--- config.mk ---
export PLATFORM = sky130hd
export DESIGN_NAME = cm_merge
export DESIGN_NICKNAME = d
export VERILOG_FILES = /design/src/rtl/cm_pkg.sv /design/src/rtl/cm_merge_rr_arb2.sv /design/src/rtl/cm_merge.sv
export SDC_FILE = /design/constraint.sdc
export NUM_CORES = 1
export LEC_CHECK = 0
export CORE_MARGIN = 2
export CORE_UTILIZATION = 32
export DETAILED_ROUTE_END_ITERATION = 8
export PLACE_DENSITY = 0.67
export SYNTH_ARGS = -nofsm -noshare
export SYNTH_HDL_FRONTEND = slang
export SYNTH_SLANG_ARGS = --single-unit
export TNS_END_PERCENT = 50
--- constraint.sdc ---
create_clock -name CLK -period 1.3 [get_ports CLK]
set_input_delay 0.13 -clock CLK [delete_from_list [all_inputs] [get_ports CLK]]
set_output_delay 0.13 -clock CLK [all_outputs]
set_load 0.05 [all_outputs]
--- src/rtl/cm_pkg.sv ---
`default_nettype none
// ============================================================================
// Module : cm_pkg
// Brief  : Shared types and constants for the merge/branch handshake stages.
// Rev    : 1.0  initial release
// ============================================================================
package cm_pkg;

   localparam int CM_DATA_W = 8;

   // Source/branch encoding: the branch stage uses the same values for BR.
   localparam logic SEL_A = 1'b0;
   localparam logic SEL_B = 1'b1;

   typedef enum logic [1:0] {
      ST_IDLE  = 2'd0,
      ST_ISSUE = 2'd1,
      ST_DRAIN = 2'd2
   } cm_state_t;

endpackage : cm_pkg
`default_nettype wire

--- src/rtl/cm_merge_rr_arb2.sv ---
`default_nettype none
// ============================================================================
// Module : rr_arb2
// Brief  : Combinational two-way round-robin grant (0 = a, 1 = b).
// Rev    : 1.0  initial release
// ============================================================================
module rr_arb2
   import cm_pkg::*;
(
   input  logic i_req_a,
   input  logic i_req_b,
   input  logic i_last,
   output logic o_valid,
   output logic o_grant
);

   logic w_both;

   assign w_both  = i_req_a & i_req_b;
   assign o_valid = i_req_a | i_req_b;

   // Under contention the side that was not served last wins.
   assign o_grant = w_both  ? ((i_last == SEL_A) ? SEL_B : SEL_A)
                  : i_req_b ? SEL_B
                  :           SEL_A;

endmodule : rr_arb2
`default_nettype wire

--- src/rtl/cm_merge.sv ---
`default_nettype none
// ============================================================================
// Module : cm_merge
// Brief  : Clocked two-way Send/Ack merge with round-robin arbitration.
// Rev    : 1.0  initial release
// ============================================================================
module cm_merge
   import cm_pkg::*;
#(
   parameter int DATA_W = CM_DATA_W
) (
   input  logic              CLK,
   input  logic              MR_N,
   input  logic              CM_Send_in_a,
   input  logic [DATA_W-1:0] CM_Data_in_a,
   output logic              CM_Ack_out_a,
   input  logic              CM_Send_in_b,
   input  logic [DATA_W-1:0] CM_Data_in_b,
   output logic              CM_Ack_out_b,
   output logic              CM_Send_out,
   output logic [DATA_W-1:0] CM_Data_out,
   output logic              CM_Sel_out,
   input  logic              CM_Ack_in,
   output logic              CM_CP
);

   cm_state_t         r_state;
   logic              r_last;
   logic              r_sel;
   logic [DATA_W-1:0] r_data;
   logic              r_send;
   logic              r_ack_a;
   logic              r_ack_b;
   logic              r_cp;

   logic              w_valid;
   logic              w_grant;
   logic              w_send_g;

   rr_arb2 u_arb (
      .i_req_a (CM_Send_in_a),
      .i_req_b (CM_Send_in_b),
      .i_last  (r_last),
      .o_valid (w_valid),
      .o_grant (w_grant)
   );

   // Request line of the channel currently being served.
   assign w_send_g = (r_sel == SEL_B) ? CM_Send_in_b : CM_Send_in_a;

   always_ff @(posedge CLK) begin
      if (!MR_N) begin
         r_state <= ST_IDLE;
         r_last  <= SEL_B;
         r_sel   <= SEL_A;
         r_data  <= '0;
         r_send  <= 1'b0;
         r_ack_a <= 1'b0;
         r_ack_b <= 1'b0;
         r_cp    <= 1'b0;
      end else begin
         r_cp <= 1'b0;
         case (r_state)
            ST_IDLE: begin
               if (w_valid) begin
                  r_sel   <= w_grant;
                  r_data  <= (w_grant == SEL_B) ? CM_Data_in_b : CM_Data_in_a;
                  r_ack_a <= (w_grant == SEL_A);
                  r_ack_b <= (w_grant == SEL_B);
                  r_send  <= 1'b1;
                  r_cp    <= 1'b1;
                  r_state <= ST_ISSUE;
               end
            end
            ST_ISSUE: begin
               if (CM_Ack_in) begin
                  r_send  <= 1'b0;
                  r_state <= ST_DRAIN;
               end
            end
            ST_DRAIN: begin
               // Both return-to-zero halves must be seen before releasing.
               if (!CM_Ack_in && !w_send_g) begin
                  r_ack_a <= 1'b0;
                  r_ack_b <= 1'b0;
                  r_last  <= r_sel;
                  r_state <= ST_IDLE;
               end
            end
            default: begin
               r_state <= ST_IDLE;
            end
         endcase
      end
   end

   assign CM_Ack_out_a = r_ack_a;
   assign CM_Ack_out_b = r_ack_b;
   assign CM_Send_out  = r_send;
   assign CM_Data_out  = r_data;
   assign CM_Sel_out   = r_sel;
   assign CM_CP        = r_cp;

endmodule : cm_merge
`default_nettype wire

* Word level (Yosys, flattened, before mapping)
Cells that the tools add are included.
** Word-level totals
- Register bits after elaboration :: 16
- Bits in latches :: 0
- Memory bits (writable) :: 0
- Memory bits (read-only) :: 0
- Input port bits :: 21
- Output and inout bits :: 13
- Word-level logic and storage cells :: 46
- Memories :: 0
** Cells by class
- $add $sub $neg :: 0
- Multipliers :: 0
- Div/mod/pow operators :: 0
- Magnitude comparators :: 0
- Equality and inequality tests :: 5
- Shifts and indexed selects :: 0
- Multiplexer cells :: 18
- Bitwise logic cells :: 3
- Reduce and logical (&&, ||, !) cells :: 12
** Operators by type and width (number)
- 1-bit two-way mux :: 10
- 3-bit AND reduction :: 3
- 8-bit two-way mux :: 1
- 2-bit two-way mux :: 3
- 1-bit one-hot mux with 2 select lines :: 3
- 2-bit one-hot mux with 3 select lines :: 1
- 2-bit AND reduction :: 3
- 2-bit != test, second input constant :: 2
- 2-bit nonzero test :: 2
- 2-bit by 1-bit == test with 1-bit output, second input constant :: 1
- 2-bit == test, second input constant :: 1
- 1-bit zero test :: 2
- 2-bit zero test :: 1
- 2-bit by 1-bit != test with 1-bit output, second input constant :: 1
- 1-bit bitwise AND :: 1
- 1-bit logical AND :: 1
- 1-bit NOT :: 1
- 1-bit bitwise OR :: 1

* Longest topological paths before layout
- Depth in word-level cells :: 5
- Depth in mapped cells :: 4
- Mapped depth without buffers :: 3

* By module
Synthesis repeated with hierarchy kept, for this count alone.
** Second synthesis, totals
- Cells, all modules :: 74
- Area, all modules :: 768.2 µm²
** By module, submodules not included
- cm_merge :: times used 1, cells an instance 72, area each 754.5 µm², sequential area each 320.3 µm²
- rr_arb2 :: times used 1, cells an instance 2, area each 13.8 µm², sequential area each 0.0 µm²

* Worst setup path after synthesis
OpenSTA, ideal clock, no wires.
- Kind :: reg2reg
- Start :: register r_sel, in the netlist CM_Sel_out
- End :: register r_last
- Setup time :: 0.072 ns
- Arrival time :: 1.520 ns
- Data required time :: 1.228 ns
- Path slack :: -0.291 ns
- Stages on the path, launching flop included :: 4
- Path buffers :: 0
- Cell sequence :: dfxtp_1 mux2_2 nor4b_4 mux2i_1
** On the way
- Cells in the longest elaborated chain, start to end :: 4
** RTL lines
- start, declared :: line cm_merge.sv:29 : logic r_sel;
- start signal, assigned :: line cm_merge.sv:66 : r_sel <= w_grant;
- 1-bit two-way mux :: line cm_merge.sv:49 : assign w_send_g = (r_sel == SEL_B) ? CM_Send_in_b : CM_Send_in_a;
- 1-bit zero test :: line cm_merge.sv:83 : if (!CM_Ack_in && !w_send_g) begin
- 1-bit logical AND :: line cm_merge.sv:83
- 2-bit AND reduction (no source line)
- end signal, assigned :: line cm_merge.sv:86 : r_last <= r_sel;
- end, declared :: line cm_merge.sv:28 : logic r_last;
Several ways; a longest one is shown, not always the timed one.
A chain may end at the register's enable or synchronous reset.

* Worst setup path in the final report
Ends and elaborated chain as after synthesis.

==> summary.md <==
| Metric | Value |
|---|---|
| Run status | completed |
| H-tree lvl count | 1 |
| P per Cell Area | about 1200 nW/um2 |
| Routed length per instance | about 14 um |
| CP max FO | 3 |
| Register area share after synthesis | between 40% and 50% |
| Tmin final | between 1000 and 1500 ps |
| RSZ-0062 raised after global routing | no |
| Hold-fix buffers at CTS | 0 |
| Post-Synth Adder-Cell Area | 0% |
| Worst setup path class | flop to flop |
| Worst EP required | between 1500 and 2000 ps |
| Initial DRT Pass Iterations | 4 |
| Final #Nets | about 150 |
| Pin count of the biggest net entering global routing | 14 |
| Reg2reg start | CM_Sel_out$_SDFFE_PN0P_ |
| Worst min-delay path class | input port to flop |
| Routability Congestion | between 0.8 and 0.9 |
| Share of cells above drive strength 1 | 28.2% |
| Main combinational cell family by area after synthesis | compound AO/OA/AOI/OAI gates |
| CTS sink cnt | 16 |
| FF-to-FF setup slack | between 60 and 70 ps |
| Cells after Synth | 83 |
| Fill cells | 193 |
| Buffers on Ports | 33 |
| Slowest library cell on the worst path | dfxtp_4 |
| CP peak stage delay | about 360 ps |
| Drt total wl | approximately 2.1 mm |
| Tot Pwr | 1.55 mW |
| Slew headroom | between 70% and 80% |
| Avg Cell Area, Syn | 8.88 um2 |
| Max cap viols | 0 |
| Peak Freq | about 810 MHz |
| Worst skew pair latency | 290 ps |
| Endpoints failing hold | 0 |
| Clock-pin transition on the worst setup and hold timing paths | ~100 ps |
| Final hold slack | 404 ps |
| Gr ovfl total | 0 |
| Area Growth Syn to Fin | 77.9% |
| Number of setup violations in the final report | 0 |
| FF-to-FF path depth | 3 |
| Final ANT Viol Nets | 0 |
| Final Max Tran Viols | 0 |
| First-pass GRT wire length | around 3.4 mm |
| Vias in the first global route | 767 |
| Total global-route track usage | 17.7% |
| Via Count | around 770 |
| Static Leakage | 0.520 nW |
| Starting density of the core | approximately a third |
| I/O Pins | 34 |
| Critical-path cell list | mux2_4 > nor4b_4 > mux2i_1 |
| Setup Fix Bufs, Post-CTS | 0 |
| Tcrit/Tclk final | between 90% and 100% |
| Worst setup path endpoint | r_last$_SDFFE_PN1P_ |
| Peak VDD IR | ~690 uV |
| Clock Tree Buf Depth | 2 |
| Die area | ~2700 um2 |
| CP startpoint kind | flop |
| Initial antenna violation count | 0 |
| Post-synthesis cell type count | 31 |
| WP data arrival | ~1500 ps |
| CP endpoint kind | flop |
| PostCTS Resize Cnt | 0 |
| Drt drc | 0 |
| Die width | around 52 um |
| EDFF count, synth | 0 |
| Core area | between 2000 and 2500 um2 |
| Worst Skew | between 1 and 1.5 ps |
| Syn_nets | 104 |
| Clock root buffer | clkbuf_4 |
| CTS buffer count | 3 |
| Synth Area in Compound Gates | between 20% and 30% |
| Initial DRC count | 19 |
| Worst Setup SP | CM_Sel_out$_SDFFE_PN0P_ |
| Post-route insts no fill | roughly 150 |
| Synth Area in Simple Gates | 23.8% |
| Ys async rst share | 0% |
| Die Span Y | 52.0 um |
| Post-Syn Area | roughly 740 um2 |
| Register area | 324 um2 |
| Placed Cells | ~150 |
| Post-synth top flop | dfxtp_1 |
| Yosys warnings | 0 |
| N_diodes | 0 |
| Synth Area in XOR/XNOR | 0% |
| Reg2reg end | r_last$_SDFFE_PN1P_ |
| Area of the multi-input gates | just under 400 um2 |
| Worst Tran Pin Value | 409 ps |
| Drt via density | between 5 and 6 |
| Mux contribution to synthesized area | 2.89% |
| CTS tree | built |
| Setup_tns | 0 ps |
| # rows | 17 |
| Seq cells post-synth | 16 |
## per-layer routing
metal  track usage [%]  routed length (um)
met1              18.5                 857
met2              33.5                1150
met3              2.59                  77
met4              9.21                  27
met5                 0                   0
## critical path, delay by kind of cell, from the launching register on
family	cells	cell delay [ps]
muxes	2	520
DFF	1	360
and+or+nand+nor	1	290
## stage by stage
stage | util (%) | setup slack, ps | instance area, um2
after detailed placement | 58.2 | -194 | 1270
after CTS | 59.9 | 20.3 | 1310
final | 59.9 | 66.1 | 1310
after global routing | 59.9 | 3.84 | 1310
after floorplan | - | -30.0 | 744
after global placement | 58.2 | -142 | 1270
## power breakdown
part           leakage, nW  internal (mW)  switching, mW
Clock               0.0210          0.170          0.167
Sequential           0.133          0.542         0.0595
Combinational        0.365          0.313          0.297
Total                0.520           1.03          0.523
## cell type report
type / count / share of cell area (%)
sequential: 16 / 24.7
timing repair buffer: 42 / 40.3
clock buffer: 4 / 2.77
inverter: 1 / 0.286
multi-input combinational: 61 / 29.3
tap: 28 / 2.67
## Yosys cell counts, types with 2 or more instances
cell type	n	area, um2
nand2_1	19	71.3
dfxtp_1	16	320
a21oi_1	10	50.1
a311oi_1	8	70.1
nor2_1	3	11.3
o31ai_1	2	15.0
## sequential cells by signal, indices dropped and copies added, names as in the netlist
name / count
CM_Send_out: 1
CM_Sel_out: 1
CM_Ack_out_b: 1
CM_CP: 1
CM_Ack_out_a: 1
r_last: 1
r_state: 2
CM_Data_out: 8
## kinds of logic (layout without fill, tap and decap cells)
kind of cell / Yosys count / after routing
and+or+nand+nor: 33 / 33
AOI/OAI and AO/OA: 26 / 26
DFF: 16 / 16
buffers and inverters: 6 / 47
muxes: 2 / 2
## worst min path at each step
stage / startpoint / to / slack [ps] / cells after the start
after floorplan: MR_N / CM_Sel_out$_SDFFE_PN0P_ / 250 / 1
after global placement: CM_Ack_out_a$_SDFFE_PN0P_ / CM_Ack_out_a$_SDFFE_PN0P_ / 490 / 2
after detailed placement: CM_Ack_out_b$_SDFFE_PN0P_ / CM_Ack_out_b$_SDFFE_PN0P_ / 490 / 2
after CTS: CM_Data_in_b[2] / CM_Data_out[2]$_SDFFE_PN0P_ / 400 / 3
after global routing: CM_Data_in_b[2] / CM_Data_out[2]$_SDFFE_PN0P_ / 400 / 3
final: CM_Data_in_b[2] / CM_Data_out[2]$_SDFFE_PN0P_ / 400 / 3
## cell usage in the layout, fill, tap and decap left out
cell type	n
and2_4	1
clkbuf_4	3
clkbuf_8	1
nor3_1	1
o21a_1	1
a21boi_0	1
nor2_2	1
clkdlybuf4s50_1	20
o21ai_0	1
mux2_4	1
a21bo_2	1
nor4b_4	1
dfxtp_4	1
nand3_1	1
or3b_2	1
and3_1	1
nand4_1	1
or2_4	1
o31ai_1	2
nor2_1	3
nand3b_1	1
nor2b_1	1
a22oi_1	1
buf_12	13
nand2_1	19
a311oi_1	8
mux2i_1	1
buf_4	9
a21boi_2	1
a21oi_1	10
inv_1	1
dfxtp_1	15
(Power assumes the default switching activity.)
